===== src/rtl/s526_resp_misr.sv =====
// Response MISR for the s526n core: compacts RESP over a LEN-sample window and
// compares the signature to EXPECT. Define S526_MISR_XMASK_EN to add the XMASK port.
module s526_resp_misr #(
  parameter int               WIDTH = 6,
  parameter int               CNT_W = 16,
  parameter logic [WIDTH-1:0] POLY  = WIDTH'('h03)
) (
  input  logic             CK,
  input  logic             RST,
  input  logic             START,
  input  logic             ABORT,
  input  logic [CNT_W-1:0] LEN,
  input  logic [WIDTH-1:0] SEED,
  input  logic [WIDTH-1:0] EXPECT,
  input  logic [WIDTH-1:0] RESP,
`ifdef S526_MISR_XMASK_EN
  input  logic [WIDTH-1:0] XMASK,
`endif
  output logic [WIDTH-1:0] SIG,
  output logic             BUSY,
  output logic             DONE,
  output logic             PASS
);

  typedef enum logic [1:0] {
    ST_IDLE = 2'd0,
    ST_RUN  = 2'd1,
    ST_DONE = 2'd2
  } state_t;

  state_t           state_q;
  logic [WIDTH-1:0] sig_q;
  logic [WIDTH-1:0] sig_d;
  logic [WIDTH-1:0] exp_q;
  logic [CNT_W-1:0] cnt_q;
  logic             pass_q;
  logic             busy_q;
  logic             done_q;
  logic [WIDTH-1:0] resp_eff;

  always_comb begin
`ifdef S526_MISR_XMASK_EN
    resp_eff = RESP & ~XMASK;
`else
    resp_eff = RESP;
`endif
    sig_d = {sig_q[WIDTH-2:0], 1'b0} ^ (sig_q[WIDTH-1] ? POLY : '0) ^ resp_eff;
  end

  // IDLE and DONE accept START identically, which gives back-to-back restarts.
  always_ff @(posedge CK or posedge RST) begin
    if (RST) begin
      state_q <= ST_IDLE;
      sig_q   <= '0;
      exp_q   <= '0;
      cnt_q   <= '0;
      pass_q  <= 1'b0;
      busy_q  <= 1'b0;
      done_q  <= 1'b0;
    end else begin
      case (state_q)
        ST_RUN: begin
          if (ABORT) begin
            state_q <= ST_IDLE;
            pass_q  <= 1'b0;
            busy_q  <= 1'b0;
            done_q  <= 1'b0;
          end else begin
            sig_q <= sig_d;
            cnt_q <= cnt_q - CNT_W'(1);
            if (cnt_q == CNT_W'(1)) begin
              state_q <= ST_DONE;
              pass_q  <= (sig_d == exp_q);
              busy_q  <= 1'b0;
              done_q  <= 1'b1;
            end
          end
        end
        default: begin
          if (START) begin
            sig_q <= SEED;
            cnt_q <= LEN;
            exp_q <= EXPECT;
            if (LEN == '0) begin
              state_q <= ST_DONE;
              pass_q  <= (SEED == EXPECT);
              busy_q  <= 1'b0;
              done_q  <= 1'b1;
            end else begin
              state_q <= ST_RUN;
              pass_q  <= 1'b0;
              busy_q  <= 1'b1;
              done_q  <= 1'b0;
            end
          end else begin
            state_q <= ST_IDLE;
            busy_q  <= 1'b0;
            done_q  <= 1'b0;
          end
        end
      endcase
    end
  end

  assign SIG  = sig_q;
  assign BUSY = busy_q;
  assign DONE = done_q;
  assign PASS = pass_q;

endmodule


===== config.mk =====
export PLATFORM = sky130hd
export DESIGN_NAME = s526_resp_misr
export DESIGN_NICKNAME = d
export VERILOG_FILES = /design/src/rtl/s526_resp_misr.sv
export SDC_FILE = /design/constraint.sdc
export NUM_CORES = 1
export LEC_CHECK = 0
export BUFFER_PORTS_ARGS = -buffer_cell sky130_fd_sc_hd__buf_2
export CAP_MARGIN = 5
export CORE_ASPECT_RATIO = 1.5
export CORE_MARGIN = 1.5
export CORE_UTILIZATION = 50
export CTS_CLUSTER_DIAMETER = 150
export CTS_CLUSTER_SIZE = 28
export DETAILED_ROUTE_END_ITERATION = 10
export PLACE_DENSITY = 0.75
export SYNTH_ARGS = -nofsm -noshare
export SYNTH_HDL_FRONTEND = slang
export SYNTH_SLANG_ARGS = --single-unit

===== constraint.sdc =====
create_clock -name CK -period 2.54 [get_ports CK]
set_clock_uncertainty 0.1 [all_clocks]
set_input_delay 0.127 -clock CK [delete_from_list [all_inputs] [get_ports CK]]
set_output_delay 0.127 -clock CK [all_outputs]
set_load 0.03 [all_outputs]

# After elaboration in Yosys (flattened, before gate mapping)

Cells that the tools add are included.

Output and inout bits: 9
Word-level logic and storage cells: 49
Memories kept: 0
ROM bits: 0
Latch bits: 0
Input bits: 38
Flip-flop bits (word level): 33
Memory bits (writable): 0

$mul: 0
Reduce and logical (&&, ||, !) cells: 5
Muxes and demuxes: 27
Shifts and indexed selects: 0
$add $sub $neg: 1
Eq/ne operators: 6
Bitwise operators: 3
Magnitude comparators: 0
Divide/modulo/power cells: 0

Operator list:

| kind                  | number |
|---|---|
| $mux 16               | 3 |
| $mux 6                | 3 |
| $eq 16x1->1 const B   | 1 |
| $logic_not 16->1      | 1 |
| $sub 16x1->16 const B | 1 |
| $mux 1                | 15 |
| $eq 6x6->1            | 2 |
| $mux 2                | 6 |
| $reduce_and 2->1      | 3 |
| $xor 6x2->6           | 1 |
| $xor 6x6->6           | 1 |
| $ne 3x3->1 const B    | 1 |
| $eq 2x1->1 const B    | 1 |
| $ne 2x2->1 const B    | 1 |
| $reduce_bool 2->1     | 1 |
| $not 1->1             | 1 |

# Longest topological paths before layout

Gate-level depths: netlist of the first run.

Depth in word-level cells: 7
Mapped depth: 6
Gate-level depth less buffers: 6

# Worst setup path before layout of the first run

Ideal clock, no wire load.

Kind: reg-to-reg
Start: register cnt_q[10]
End: register cnt_q[15]
Stages on the path, launching flop included: 6
Arrival time: 1.886 ns
Required time: 2.371 ns
Buffers on the path: 1
Slack: 0.485 ns
Clock period less this slack: 2.055 ns
Library setup time: 0.069 ns
Cells stage by stage: dfrtp_1 -> or4_1 -> or3_1 -> buf_2 -> or4b_1 -> nand3_1

Longest elaborated chain between the ends: 3

Ends and longest elaborated chain:

| item                   | line | source |
|---|---|---|
| from (decl)            | 35   | `logic [CNT_W-1:0] cnt_q;` |
| from (signal assigned) | 70   | `cnt_q <= cnt_q - CNT_W'(1);` |
| $sub 16x1->16          | 70   |  |
| $mux 16                | 63   | `if (ABORT) begin` |
| $mux 16                | 61   | `case (state_q)` |

No other way between the ends. The select of a mux whose other input is x is not followed.
A chain may end at the register's enable or synchronous reset.

# Worst setup path in the final report of the first run

Same ends and word-level chain as after synthesis.

==> results of run 1 <==
cell usage in the layout, fill, tap and decap left out, drive strengths merged, types with 3 or more instances in the layout:
| cell type | Yosys | final |
|---|---|---|
| a21oi | 6 | 6 |
| a22oi | 3 | 3 |
| a31oi | 4 | 4 |
| buf | 1 | 52 |
| clkbuf | 8 | 7 |
| dfrtp | 31 | 31 |
| dlygate4sd3 | 0 | 11 |
| inv | 6 | 6 |
| nand2 | 28 | 28 |
| nand3 | 10 | 10 |
| nand4 | 3 | 3 |
| nor2 | 23 | 23 |
| nor3 | 5 | 5 |
| nor4 | 8 | 8 |
| o211ai | 3 | 3 |
| o21ai | 12 | 12 |
| o22ai | 5 | 5 |
| o311ai | 5 | 5 |
| o31ai | 4 | 4 |
| or3 | 4 | 4 |
| xnor2 | 4 | 4 |
| xnor3 | 5 | 5 |
| xor2 | 10 | 10 |
final timing paths:
check | start | endpoint | slack, ns
setup / recovery | cnt_q[10] | cnt_q[15] | 0.36
hold / removal | LEN[0] | cnt_q[0] | 0.007
setup reg to reg | cnt_q[10] | cnt_q[15] | 0.36
hold reg to reg | exp_q[0] | exp_q[0] | 0.39
max in group asynchronous | RST | cnt_q[14] | 1.69
min in group asynchronous | RST | cnt_q[0] | 0.36
area by class of cell:
type                       count  area [sq um]
clock buffer                   7          96.3
clock inverter                 1          7.51
fill                         322          1230
inverter                       6          22.5
multi-input combinational    171          1110
sequential                    31           776
tap                           43          53.8
timing repair buffer          63           385
routing by layer:
metal,global-route usage [%],up-vias
li1,-,930
met1,33.3,929
met2,48.2,88
met3,4.89,16
met4,11.5,0
met5,0,-
worst max-delay path: stages, from the launching register on:
cell,delay (ns)
sky130_fd_sc_hd__dfrtp_1,0.41
sky130_fd_sc_hd__or4_1,0.56
sky130_fd_sc_hd__or3_1,0.46
sky130_fd_sc_hd__or4b_1,0.50
sky130_fd_sc_hd__nand3_1,0.09
logic make-up (layout without fill, tap and decap cells):
group | count (synthesis) | in the layout | share of synthesized area [%]
AOI/OAI and AO/OA | 52 | 52 | 18.2
xor gates and xnor gates | 19 | 19 | 12.1
adders and majority gates | 2 | 2 | 1.29
buffers and inverters | 15 | 77 | 2.97
DFF | 31 | 31 | 40.0
and+or+nand+nor | 98 | 98 | 25.4
flip-flops by register name, indices dropped and copies added (netlist names):
signal,cells
BUSY,1
PASS,1
DONE,1
SIG,6
cnt_q,16
exp_q,6
timing repair:
action / 4_1_cts / 5_1_grt
hold buffers: 11 / 0
resized for setup: 0 / 0
setup buffers: 0 / 0
endpoints found under the hold margin: 41 / 0
report_power, final:
part	internal (W)	total (W)	switching [W]	leakage [nW]
clock network	0.000246	0.000442	0.000196	0.0505
registers	0.000625	0.000776	0.000151	0.369
logic	0.000324	0.000716	0.000392	0.699
total	0.00120	0.00193	0.000739	1.12
metrics by stage:
stage | instance area (sq um) | hold slack, ns | power (W)
floorplan | 1940 | 0.131 | 0.00125
global placement | 2230 | 0.126 | 0.00145
detailed placement | 2230 | 0.131 | 0.00147
CTS | 2450 | 0.00324 | 0.00193
global route | 2450 | 0.0242 | 0.00204
finish | 2450 | 0.00736 | 0.00193
==> flow_summary_export.csv, run 1 <==
group,metric,value,unit
run_status,status,"completed",
run,max_cap_violations,0,
global_routing,overflow,0,
route,post_route_antenna_net_violation_count,0,
logic_synthesis,synth-edff-count,0,
route,met3RoutedLength,332,microns
clock_network,cts_tree,"yes",
sta,fin_crit_sh,85.9,%
global_routing,grt_first_pass_wirelength,8710,microns
clock_network,ctsRootBufferMaster,"sky130_fd_sc_hd__clkbuf_8",
sta,setup_viol,0,
logic_synthesis,synth.most_common_cell,"sky130_fd_sc_hd__dfrtp_1",
logic_synthesis,ys.warnings.count,0,
route,vias_per_cell,6.10,
sta,timing.slew.headroom,35.8,%
layout,layout_overhead_on_the_synthesized_area,26.2,%
route,met2_length,2870,microns
global_routing,first_global_vias,1892,
sta,timing.final.crit_period,2.18,ns
global_routing,grt_start_max_net_pins,32,
logic_synthesis,synthTopCellsByArea,"sky130_fd_sc_hd__dfrtp_1 (40%), sky130_fd_sc_hd__xnor3_1 (5.8%), sky130_fd_sc_hd__nand2_1 (5.4%), sky130_fd_sc_hd__xor2_1 (4.5%), sky130_fd_sc_hd__nor2_1 (4.4%)",
critical_path,setup.worst_path.class,"flip-flop to flip-flop",
clock_network,cts_sinks,31,
critical_path,crit_fanout,9,
logic_synthesis,post_synth_num_cell_types,45,
logic_synthesis,post_synth_inst_count,217,
sta,maxClockFrequency,458,MHz
critical_path,startpoint_type_of_the_worst_setup_path,"flip-flop",
logic_synthesis,synth.avg_cell_area,8.94,sq um
route,top_layer,"met4",
place,portBuffers,46,
sta,number_of_hold_violations_in_the_final_report,0,
clock_network,clock_path_buffers,2,
route,dr.pass1.iters,4,
logic_synthesis,yosys.area.top_type_share,40.0,%
layout,final_util,66.5,%
layout,num-nets-final,318,
clock_network,insertion_delay,0.29,ns
critical_path,reg2regPathDepth,4,
layout,num_antenna_cells,0,
logic_synthesis,async_flop_share,100,%
power,cellPowerDensity,790,nW/um^2
clock_network,ctsHtreeMaxLevel,2,
clock_network,cts-buffers-inserted,5,
place,place_congestion,0.901,
place,numPlacedInstances,303,
sta,timing.setup.tns,0,ns
route,metal_1_wl,2140,microns
floorplanning,coreArea,3680,sq um
layout,post_route_cells_drive_above_1_share,22.6,%
route,drc,0,
logic_synthesis,ys.flop_type,"sky130_fd_sc_hd__dfrtp_1",
place,post-place-ws,0.404,ns
logic_synthesis,seq_area_frac_synth,40.0,%
floorplanning,die_x_extent,53.9,microns
floorplanning,floorplan.rows,27,
route,routed_wire_length_per_instance,17.0,microns
critical_path,critical_path.endpoint_type,"flip-flop",
logic_synthesis,yosys.area.top_type,"sky130_fd_sc_hd__dfrtp_1",
logic_synthesis,synth_commonest_cells,"sky130_fd_sc_hd__dfrtp_1 (31), sky130_fd_sc_hd__nand2_1 (28), sky130_fd_sc_hd__nor2_1 (23), sky130_fd_sc_hd__o21ai_0 (12)",
global_routing,initial_antenna_violation_count,0,
route,drt_wl_total,5490,microns
floorplanning,floorplan.die_area,4270,sq um
critical_path,arrival,2.31,ns
sta,slew_viol_final,0,
worst_hold_path,hold_depth,3,
clock_network,path_clk_slew,0.07,ns
route,dr_total_vias,1963,
place,dpl.hpwl,3840,microns
logic_synthesis,postSynthRegisterBits,31,
route,drt_iter0_drc,129,
critical_path,critPathRequiredTime,2.66,ns
global_routing,grt_util_all_layers,28.1,%
logic_synthesis,synth.cell_area,1940,sq um
floorplanning,io_pins,47,
power,max-vdd-ir-drop,0.634,mV
power,leakage,1.12,nW
layout,post_layout_nonfiller_instances,322,
sta,setup_slack,0.358,ns
sta,rsz0062_at_grt,"false",
logic_synthesis,syn_nets,257,
floorplanning,start_util,52.7,%
sta,slew_at_the_pin_closest_to_its_max_slew_limit,0.963,ns
worst_hold_path,min-delay-path-class,"input pin to flip-flop",
floorplanning,floorplan.die.height,79.3,microns
No activity file was read; power rests on OpenSTA's default activity.
==> inputs of run 2 (changes only) <==
- CORE_MARGIN: 1.5 -> 8
==> flow_summary_export.csv, run 2 (same netlist as run 1, synthesis figures left out) <==
group,metric,value,unit
global_routing,overflow,0,
layout,final.fill_count,312,
critical_path,timing.critical_path.slowest_cell_delay,0.54,ns
layout,mostFrequentLayoutCells,"sky130_fd_sc_hd__buf_2 (46), sky130_fd_sc_hd__dfrtp_1 (31), sky130_fd_sc_hd__nand2_1 (28)",
floorplanning,io_pins,47,
layout,area_used_by_multi_input_combinational_logic,1110,sq um
power,combinationalPowerShare,37.9,%
global_routing,grt_first_pass_wirelength,9520,microns
route,drc,0,
power,cellPowerDensity,772,nW/um^2
clock_network,postCtsSetupBuffers,0,
power,swShare,39.4,%
clock_network,cts-hold-fix-buffers,11,
sta,rsz0062_at_grt,"false",
critical_path,critPathRequiredTime,2.66,ns
power,sequentialPowerShare,41.2,%
critical_path,startpoint_type_of_the_worst_setup_path,"flip-flop",
critical_path,setup.worst_path.class,"flip-flop to flip-flop",
clock_network,cts_sinks,31,
layout,final_common_cell,"sky130_fd_sc_hd__buf_2",
critical_path,reg2reg_setup_slack,0.39,ns
critical_path,critical_path.startpoint,"cnt_q[10]",
clock_network,path_clk_slew,0.07,ns
sta,timing.final.crit_period,2.15,ns
layout,regMostFlops,"cnt_q",
place,place_congestion,0.954,
floorplanning,floorplan.rows,27,
route,routed_wire_length_per_instance,17.8,microns
critical_path,path_cells,"or4_1 -> or3_1 -> or4b_1 -> nand3_1",
floorplanning,floorplan.die_area,6170,sq um
layout,post_layout_nonfiller_instances,322,
global_routing,groute.layer.met1.usage,23.3,%
power,max-vdd-ir-drop,0.682,mV
place,numPlacedInstances,303,
layout,final_util,66.1,%
layout,layout_overhead_on_the_synthesized_area,25.4,%
floorplanning,floorplan.die.height,92.3,microns
place,dpl.hpwl,4220,microns
run,max_cap_violations,0,
global_routing,gr-max-usage-layer,"met2",
critical_path,crit-reg2reg-launch,"cnt_q[10]",
sta,slew_at_the_pin_closest_to_its_max_slew_limit,0.939,ns
power,netSwitchingPower,0.000741,W
floorplanning,start_util,52.7,%
clock_network,insertion_delay,0.29,ns
layout,largest_reg_flops,16,
route,dr.pass1.iters,4,
sta,holdWs,0.00457,ns
clock_network,ctsRootBufferMaster,"sky130_fd_sc_hd__clkbuf_8",
critical_path,arrival,2.27,ns
power,power.total,0.00188,W
clock_network,clock_path_buffers,2,
route,drt_iter0_drc,141,
worst_hold_path,hold_path_startpoint,"LEN[3]",
clock_network,post_cts.resized_instances,0,
worst_hold_path,min-delay-path-class,"input pin to flip-flop",
route,post_route_antenna_net_violation_count,0,
global_routing,grt_start_max_net_pins,32,
floorplanning,die_x_extent,66.9,microns
power,leakage,1.11,nW
layout,num_antenna_cells,0,
run_status,status,"completed",
route,dr_total_vias,1932,
sta,timing.slew.headroom,37.4,%
global_routing,first_global_vias,2005,
sta,number_of_hold_violations_in_the_final_report,0,
global_routing,use_met2,32.3,%
layout,num-nets-final,318,
clock_network,ctsHtreeMaxLevel,2,
sta,maxClockFrequency,465,MHz
global_routing,grt_util_all_layers,19.6,%
sta,setup_viol,0,
critical_path,critical_path.slowest_cell,"sky130_fd_sc_hd__or4_1",
clock_network,cts_tree,"yes",
route,vias_per_cell,6.00,
global_routing,met3_usage,4.70,%
critical_path,critical_path.endpoint_type,"flip-flop",
sta,timing.setup.tns,0,ns
global_routing,initial_antenna_violation_count,0,
sta,fin_crit_sh,84.7,%
layout,register_area,776,sq um
sta,slew_viol_final,0,
clock_network,cts-buffers-inserted,5,
route,drt_wl_total,5740,microns
critical_path,crit_fanout,9,
place,portBuffers,46,
layout,post_route_cells_drive_above_1_share,22.6,%
power,cell_internal_pwr,0.00114,W
power,power_share_of_the_clock_group,20.9,%
floorplanning,coreArea,3680,sq um
run 2: changes by cell type in the layout (fill, tap and decap cells not counted), sizes merged:
| cell | delta |
|---|---|
| clkbuf | -2 |
| clkinv | +1 |
| clkinvlp | +1 |
run 2: layout make-up:
class	instances	share of cell area, %
inverter	6	0.925
tap	43	2.21
sequential	31	31.9
timing repair buffer	63	15.8
multi-input combinational	171	45.5
clock buffer	5	2.83
clock inverter	3	0.823
run 2: critical path: cells and delay by family (launching register included):
kind	cells	cell delay, ns
flip-flops	1	0.41
AND/OR/NAND/NOR	4	1.58
run 2: per-stage QoR:
step | setup WS, ns | cell area [sq um]
2_1_floorplan | 0.485 | 1940
3_3_place_gp | 0.432 | 2230
3_5_place_dp | 0.415 | 2230
4_1_cts | 0.397 | 2430
5_1_grt | 0.321 | 2430
6_report | 0.389 | 2430
run 2: per-layer routing:
| metal | share of wire (%) | wire (microns) | up-vias |
|---|---|---|---|
| li1 | - | - | 930 |
| met3 | 5.9 | 338 | 10 |
| met2 | 54 | 3070 | 77 |
| met1 | 39 | 2230 | 915 |
| met4 | 1.8 | 104 | 0 |
| met5 | 0 | 0 | - |
run 2: worst paths after layout:
check                       endpoint  cells after the start
max                        cnt_q[15]                      4
min                         cnt_q[3]                      3
max reg2reg                cnt_q[15]                      4
min reg2reg                 exp_q[4]                      2
max in group asynchronous  cnt_q[14]                      4
min in group asynchronous     SIG[1]                      4
run 2: power by group through the flow:
stage	Combinational [W]	Clock (W)	Sequential [W]
after floorplan	0.000440	0	0.000809
after global placement	0.000684	0	0.000772
after detailed placement	0.000695	0	0.000781
after CTS	0.000711	0.000400	0.000771
after global routing	0.000779	0.000417	0.000800
final	0.000712	0.000393	0.000774
